### config.mk
export PLATFORM = sky130hd
export DESIGN_NAME = cache_line_adapter_flat
export DESIGN_NICKNAME = d
export VERILOG_FILES = /design/src/rtl/cache_line_adapter_if.sv /design/src/rtl/cache_line_adapter.sv /design/src/flat_wrapper.sv
export SDC_FILE = /design/constraint.sdc
export NUM_CORES = 1
export LEC_CHECK = 0
export BUFFER_PORTS_ARGS = -buffer_cell sky130_fd_sc_hd__buf_4
export CAP_MARGIN = 15
export CORE_AREA = 2 2 249 251
export DETAILED_ROUTE_END_ITERATION = 10
export DIE_AREA = 0 0 251 253
export HOLD_SLACK_MARGIN = 0.06
export PLACE_DENSITY_LB_ADDON = 0.3
export SYNTH_ARGS = -nofsm -noshare
export SYNTH_HDL_FRONTEND = slang
export SYNTH_SLANG_ARGS = --single-unit
### constraint.sdc
create_clock -name CLK -period 6.7 [get_ports CLK]
set_clock_uncertainty 0.15 [all_clocks]
set_input_delay 1.34 -clock CLK [delete_from_list [all_inputs] [get_ports CLK]]
set_output_delay 1.34 -clock CLK [all_outputs]
set_load 0.05 [all_outputs]
### src/rtl/cache_line_adapter_if.sv
// Bundle of controller-side line requests and memory-side beat handshake for cache_line_adapter.
// slave: the adapter's view; master: the surrounding controller/memory view.
interface cache_line_adapter_if #(
   parameter int unsigned WORDS_PER_LINE = 8,
   parameter int unsigned ADDR_W         = 32,
   parameter int unsigned DATA_W         = 32
);
   localparam int unsigned LINE_W = WORDS_PER_LINE * DATA_W;

   logic                cl_read;
   logic                cl_write;
   logic [ADDR_W-1:0]   cl_addr;
   logic [LINE_W-1:0]   cl_wdata;
   logic [LINE_W-1:0]   cl_rdata;
   logic                cl_busy;

   logic                mem_req;
   logic                mem_we;
   logic [ADDR_W-1:0]   mem_addr;
   logic [DATA_W-1:0]   mem_wdata;
   logic [DATA_W-1:0]   mem_rdata;
   logic                mem_ack;

   modport slave (
      input  cl_read, cl_write, cl_addr, cl_wdata, mem_rdata, mem_ack,
      output cl_rdata, cl_busy, mem_req, mem_we, mem_addr, mem_wdata
   );

   modport master (
      output cl_read, cl_write, cl_addr, cl_wdata, mem_rdata, mem_ack,
      input  cl_rdata, cl_busy, mem_req, mem_we, mem_addr, mem_wdata
   );
endinterface

### src/rtl/cache_line_adapter.sv
// Splits cache line refills/writebacks into word bursts on a req/ack memory port.
// Define CL_WB_SNAPSHOT_EN to copy the victim line at acceptance instead of reading cl_wdata live.
module cache_line_adapter #(
   parameter int unsigned WORDS_PER_LINE = 8,
   parameter int unsigned ADDR_W         = 32,
   parameter int unsigned DATA_W         = 32
) (
   input  logic CLK,
   input  logic RST_N,
   cache_line_adapter_if.slave bus
);
   localparam int unsigned BEAT_W = $clog2(WORDS_PER_LINE);
   localparam int unsigned BYTES  = DATA_W / 8;
   localparam int unsigned OFF_W  = $clog2(WORDS_PER_LINE * BYTES);
   localparam int unsigned LINE_W = WORDS_PER_LINE * DATA_W;

   typedef enum logic [1:0] {IDLE, WRITE, READ} state_t;

   state_t              state_q, state_d;
   logic [BEAT_W-1:0]   beat_q, beat_d;
   logic [ADDR_W-1:0]   addr_q, addr_d;
   logic [LINE_W-1:0]   rdata_q, rdata_d;
   logic [LINE_W-1:0]   wsrc;
   logic [DATA_W-1:0]   word_c;
   logic [ADDR_W-1:0]   base_c;
   logic                last_c;
   logic                addr_unused;

   // Offset bits inside the line are discarded by alignment.
   assign addr_unused = ^bus.cl_addr[OFF_W-1:0];
   assign base_c      = {bus.cl_addr[ADDR_W-1:OFF_W], OFF_W'(0)};
   assign last_c      = (beat_q == BEAT_W'(WORDS_PER_LINE - 1));

`ifdef CL_WB_SNAPSHOT_EN
   logic [LINE_W-1:0]   snap_q, snap_d;
   assign wsrc = snap_q;
`else
   assign wsrc = bus.cl_wdata;
`endif

   always_ff @(posedge CLK) begin
      if (!RST_N) begin
         state_q <= IDLE;
         beat_q  <= '0;
         addr_q  <= '0;
         rdata_q <= '0;
`ifdef CL_WB_SNAPSHOT_EN
         snap_q  <= '0;
`endif
      end else begin
         state_q <= state_d;
         beat_q  <= beat_d;
         addr_q  <= addr_d;
         rdata_q <= rdata_d;
`ifdef CL_WB_SNAPSHOT_EN
         snap_q  <= snap_d;
`endif
      end
   end

   // Next-state: accept in IDLE (write beats read), advance one word per acked beat.
   always_comb begin
      state_d = state_q;
      beat_d  = beat_q;
      addr_d  = addr_q;
      rdata_d = rdata_q;
`ifdef CL_WB_SNAPSHOT_EN
      snap_d  = snap_q;
`endif
      unique case (state_q)
         IDLE: begin
            if (bus.cl_write) begin
               state_d = WRITE;
               beat_d  = '0;
               addr_d  = base_c;
`ifdef CL_WB_SNAPSHOT_EN
               snap_d  = bus.cl_wdata;
`endif
            end else if (bus.cl_read) begin
               state_d = READ;
               beat_d  = '0;
               addr_d  = base_c;
            end
         end
         WRITE, READ: begin
            if (bus.mem_ack) begin
               if (state_q == READ) begin
                  for (int k = 0; k < int'(WORDS_PER_LINE); k++) begin
                     if (beat_q == BEAT_W'(k)) rdata_d[k*DATA_W +: DATA_W] = bus.mem_rdata;
                  end
               end
               if (last_c) begin
                  state_d = IDLE;
                  beat_d  = '0;
               end else begin
                  beat_d  = beat_q + BEAT_W'(1);
                  addr_d  = addr_q + ADDR_W'(BYTES);
               end
            end
         end
         default: state_d = IDLE;
      endcase
   end

   // Word select for the current write beat.
   always_comb begin
      word_c = '0;
      for (int k = 0; k < int'(WORDS_PER_LINE); k++) begin
         if (beat_q == BEAT_W'(k)) word_c = wsrc[k*DATA_W +: DATA_W];
      end
   end

   assign bus.cl_busy   = (state_q != IDLE);
   assign bus.mem_req   = (state_q != IDLE);
   assign bus.mem_we    = (state_q == WRITE);
   assign bus.mem_addr  = addr_q;
   assign bus.mem_wdata = (state_q != IDLE) ? word_c : '0;
   assign bus.cl_rdata  = rdata_q;

endmodule

### src/flat_wrapper.sv
// flat-port wrapper written by rule: the top's interface ports become plain ports
module cache_line_adapter_flat 
#(
   parameter int unsigned WORDS_PER_LINE = 8,
   parameter int unsigned ADDR_W         = 32,
   parameter int unsigned DATA_W         = 32
)
  (CLK, RST_N, bus_cl_read, bus_cl_write, bus_cl_addr, bus_cl_wdata, bus_mem_rdata, bus_mem_ack, bus_cl_rdata, bus_cl_busy, bus_mem_req, bus_mem_we, bus_mem_addr, bus_mem_wdata);
  cache_line_adapter_if #(.WORDS_PER_LINE(WORDS_PER_LINE), .ADDR_W(ADDR_W), .DATA_W(DATA_W)) bus_i ();
  input  logic CLK;
  input  logic RST_N;
  input wire logic [$bits(bus_i.cl_read)-1:0] bus_cl_read;
  input wire logic [$bits(bus_i.cl_write)-1:0] bus_cl_write;
  input wire logic [$bits(bus_i.cl_addr)-1:0] bus_cl_addr;
  input wire logic [$bits(bus_i.cl_wdata)-1:0] bus_cl_wdata;
  input wire logic [$bits(bus_i.mem_rdata)-1:0] bus_mem_rdata;
  input wire logic [$bits(bus_i.mem_ack)-1:0] bus_mem_ack;
  output wire logic [$bits(bus_i.cl_rdata)-1:0] bus_cl_rdata;
  output wire logic [$bits(bus_i.cl_busy)-1:0] bus_cl_busy;
  output wire logic [$bits(bus_i.mem_req)-1:0] bus_mem_req;
  output wire logic [$bits(bus_i.mem_we)-1:0] bus_mem_we;
  output wire logic [$bits(bus_i.mem_addr)-1:0] bus_mem_addr;
  output wire logic [$bits(bus_i.mem_wdata)-1:0] bus_mem_wdata;
  assign bus_i.cl_read = bus_cl_read;
  assign bus_i.cl_write = bus_cl_write;
  assign bus_i.cl_addr = bus_cl_addr;
  assign bus_i.cl_wdata = bus_cl_wdata;
  assign bus_i.mem_rdata = bus_mem_rdata;
  assign bus_i.mem_ack = bus_mem_ack;
  assign bus_cl_rdata = bus_i.cl_rdata;
  assign bus_cl_busy = bus_i.cl_busy;
  assign bus_mem_req = bus_i.mem_req;
  assign bus_mem_we = bus_i.mem_we;
  assign bus_mem_addr = bus_i.mem_addr;
  assign bus_mem_wdata = bus_i.mem_wdata;
  cache_line_adapter #(.WORDS_PER_LINE(WORDS_PER_LINE), .ADDR_W(ADDR_W), .DATA_W(DATA_W)) u_core (.CLK(CLK), .RST_N(RST_N), .bus(bus_i));
endmodule
==> summary.md <==
| Metric | Value |
|---|---|
| Result of the run | completed |
| Area growth from synthesis to layout | 44.8% |
| Post-DP HPWL | 54,200 um |
| Layout cell share with drive strength beyond 1 | 0.339 |
| Residual DRC count | 0 |
| Vias in the first global route | around 15,000 |
| Logic depth of the worst register-to-register path | 7 |
| Place WS | 1.66 ns |
| Worst skew pair latency | 0.55 ns |
| Endpoint of the worst register-to-register path | u_core.bus.cl_rdata[15] |
| Share of power burned in combinational logic | 0.295 |
| Path type of the worst min-delay path | reg2reg |
| Proportion of register bits with asynchronous set or reset after synthesis | 0 |
| Area inside the core boundary | just over 60,000 sq um |
| Register-to-register setup slack | between 3 and 4 ns |
| Clock tree sinks | 291 |
| Filler instances | 6,417 |
| Count of synthesis-stage warnings from yosys | 0 |
| Proportion of power drawn by flip-flops and latches | 0.352 |
| Switching power summed over all nets | between 1.5 and 2 mW |
| Final WL | 74,900 um |
| Pin count of the biggest net entering global routing | 163 |
| Number of search-and-repair iterations in the first detailed-routing pass | 5 |
| Number of flops mapped to enable cells by yosys | 0 |
| First-pass GRT wire length | 104,000 um |
| Number of CTS-inserted buffers | 36 |
| Top Ports | 648 |
| Most frequent cells in the layout | 659 x buf_4, 543 x nand2_1, 291 x dfxtp_1 |
| Area occupied by multi-input gates | 7490 sq um |
| Total via count after detailed routing | 15,358 |
| Crit path setup slack, layout | between 1 and 1.5 ns |
| Power density normalized to cell area | 264 nW/um^2 |
| Post-synthesis instance area | 14,200 sq um |
| Hold path startpoint | u_core.bus.cl_rdata[139] |
| Critical path arrival | about 4.2 ns |
| Number of violations of the max-capacitance limit | 0 |
| Leakage power of the design | 8.07 nW |
| Unrepaired setup endpoints after global routing | false |
| Die width | 251 um |
| Total setup violations reported at the end of the flow | 0 |
| Number of levels in the clock H-tree | 2 |
| Final RePlAce weighted congestion | 0.971 |
| DRT antenna net count | 0 |
| Critical Path Source Type | flop |
| Hold path endpoint | u_core.bus.cl_rdata[139] |
| Total Routing Usage GR | 0.223 |
| Total grt overflow | 0 |
| Sequential cell area | 5830 sq um |
| Most used flip-flop cell after synthesis | dfxtp_1 |
| Required time at the worst-slack endpoint | 5.21 ns |
| Synthesized netlist cell count | 1,744 |
| Number of instances resized during post-cts repair | 0 |
| Hold Fails Final Rpt | 0 |
| Num rows | 91 |
| Wirelength per Cell | 24.3 um |
| Max rail drop VDD | 0.173 mV |
| Commonest non-fill, non-tap cell in the layout | buf_4 |
| Slew at the pin closest to its max-slew limit | 1.17 ns |
| Min-Delay Path Depth | 2 |
| Total Neg Setup Slack | 0 ns |
| Minimum clock period after layout | 5.65 ns |
| Buffer type at the clock tree root | clkbuf_16 |
| Setup repair bufs after CTS | 0 |
| Relative slew slack | 0.220 |
| CTS tree | done |
| Initial core utilization | 0.232 |
| Switching power share of the total | 0.362 |
| DIE HEIGHT | 253 um |
| Number of buffers added to fix hold violations after cts | 0 |
| DIE AREA | 63,500 sq um |
| Pint | 3.46 mW |
| Critical path type | reg2out |
| Register area share after synthesis | 0.411 |
| Pins over their slew limit | 0 |
| Hold_ws | 0.314 ns |
| Post-CTS clock slew at the launch and capture registers of the worst setup and hold paths | approximately 0.06 ns |
| Share of total power in the clock network | 0.353 |
| Count of cell types in the netlist | 62 |
| Setup crit end kind | output port |
| Average via count per standard cell | 4.98 |
| Maximum root-to-sink buffer count | 3 |
| Mean Syn Cell Area | around 8.1 sq um |
| Flops & latches, synth | 291 |
| Number of antenna violations at the first check in global routing | 7 |
| First DRT Iteration DRCs | 1,176 |
| Total of buffers placed on input and output ports | 640 |
| Critical-path maximum fanout | 23 |
| Share of the cycle needed by the critical path after routing | 0.843 |
| Layout Nets | approximately 2,600 |
| Reg-to-reg startpoint | u_core.state_q[1] |
| Maximum achievable frequency | 0.177 GHz |
## worst max-delay path, cell delays in order, from the launching register on
cell      delay [ns]
dfxtp_1         0.43
inv_1           0.17
ha_1            0.72
nand2b_1        0.98
buf_4           0.36
o221ai_1        0.13
nor3_1          0.24
a221o_1         0.30
buf_4           0.26
## registers in the layout, indices dropped and copies added (netlist names)
signal               count
u_core.beat_q            3
u_core.bus.mem_addr     30
u_core.state_q           2
u_core.bus.cl_rdata    256
## final cells by class
type	count	share of cell area
tap	790	0.0482
inverter	10	0.00183
timing repair buffer	662	0.244
clock buffer	57	0.0527
clock inverter	8	0.00372
antenna	4	0.000488
multi-input combinational	1260	0.365
sequential	291	0.284
## worst max-delay path by stage
| stage | endpoint | from | slack [ns] |
|---|---|---|---|
| 6_report | bus_mem_wdata[1] | u_core.beat_q[2] | 1.05 |
| 5_1_grt | bus_mem_wdata[1] | u_core.beat_q[2] | 0.89 |
| 4_1_cts | bus_mem_wdata[1] | u_core.beat_q[2] | 1.04 |
| 3_5_place_dp | bus_mem_wdata[1] | u_core.beat_q[2] | 1.66 |
| 3_3_place_gp | bus_mem_wdata[1] | u_core.beat_q[2] | 1.72 |
| 2_1_floorplan | bus_mem_wdata[10] | u_core.beat_q[0] | 2.99 |
## synthesized netlist by cell type (4+ instances only)
cell type	number	area (sq um)
inv_1	10	37.5
o22ai_1	5	31.3
and2_1	11	68.8
a211oi_1	4	30.0
buf_6	5	56.3
nand3b_1	35	263
nor3_1	43	215
a221o_1	32	320
buf_4	34	255
nand2_1	547	2050
buf_2	27	135
a311oi_1	6	52.6
a22o_1	32	280
o211ai_1	5	37.5
nand4_1	11	68.8
and3_1	15	93.8
or3_1	4	25.0
nor2b_1	6	37.5
a221oi_2	30	450
clkbuf_1	114	428
dfxtp_1	291	5830
nand3_1	17	85.1
o21ai_0	58	290
o221ai_1	34	298
a21oi_1	17	85.1
ha_1	10	125
nor2_1	29	109
a21boi_0	258	1940
a22oi_1	5	37.5
## stage by stage
step                 util  power [mW]  area [sq um]  instances
CTS                 0.335        5.46         20500       3077
floorplan               -        2.92         14200       1745
finish              0.336        5.42         20500       3082
global route        0.336        5.62         20500       3082
detailed placement  0.317        3.53         19300       3012
global placement    0.317        3.51         19300       3012
## routing by layer
| layer | wire [um] | vias to the layer above | global-route usage |
|---|---|---|---|
| met1 | 29600 | 7400 | 0.267 |
| met4 | 3380 | 2 | 0.0997 |
| li1 | - | 7099 | - |
| met5 | 11 | - | 0 |
| met3 | 6020 | 144 | 0.0551 |
| met2 | 35900 | 713 | 0.378 |
## power by group through the flow
stage               sequential [mW]  combinational, mW  clock [mW]
floorplan                      2.14              0.778           0
global placement               1.94               1.58           0
detailed placement             1.94               1.58           0
CTS                            1.90               1.59        1.97
global route                   1.92               1.67        2.03
finish                         1.91               1.60        1.91
## kinds of logic (layout without fill, tap and decap cells)
group | after synthesis | after routing | share of synthesized area
flip-flops | 291 | 291 | 0.411
multiplexers | 2 | 2 | 0.00141
adder cells (fa/ha/maj) | 10 | 10 | 0.00883
other | 1 | 6 | 0.000265
AO/OA/AOI/OAI | 505 | 505 | 0.283
AND/OR/NAND/NOR | 741 | 741 | 0.229
buffers and inverters | 194 | 737 | 0.0655
Power figures use the tool's default switching activity.
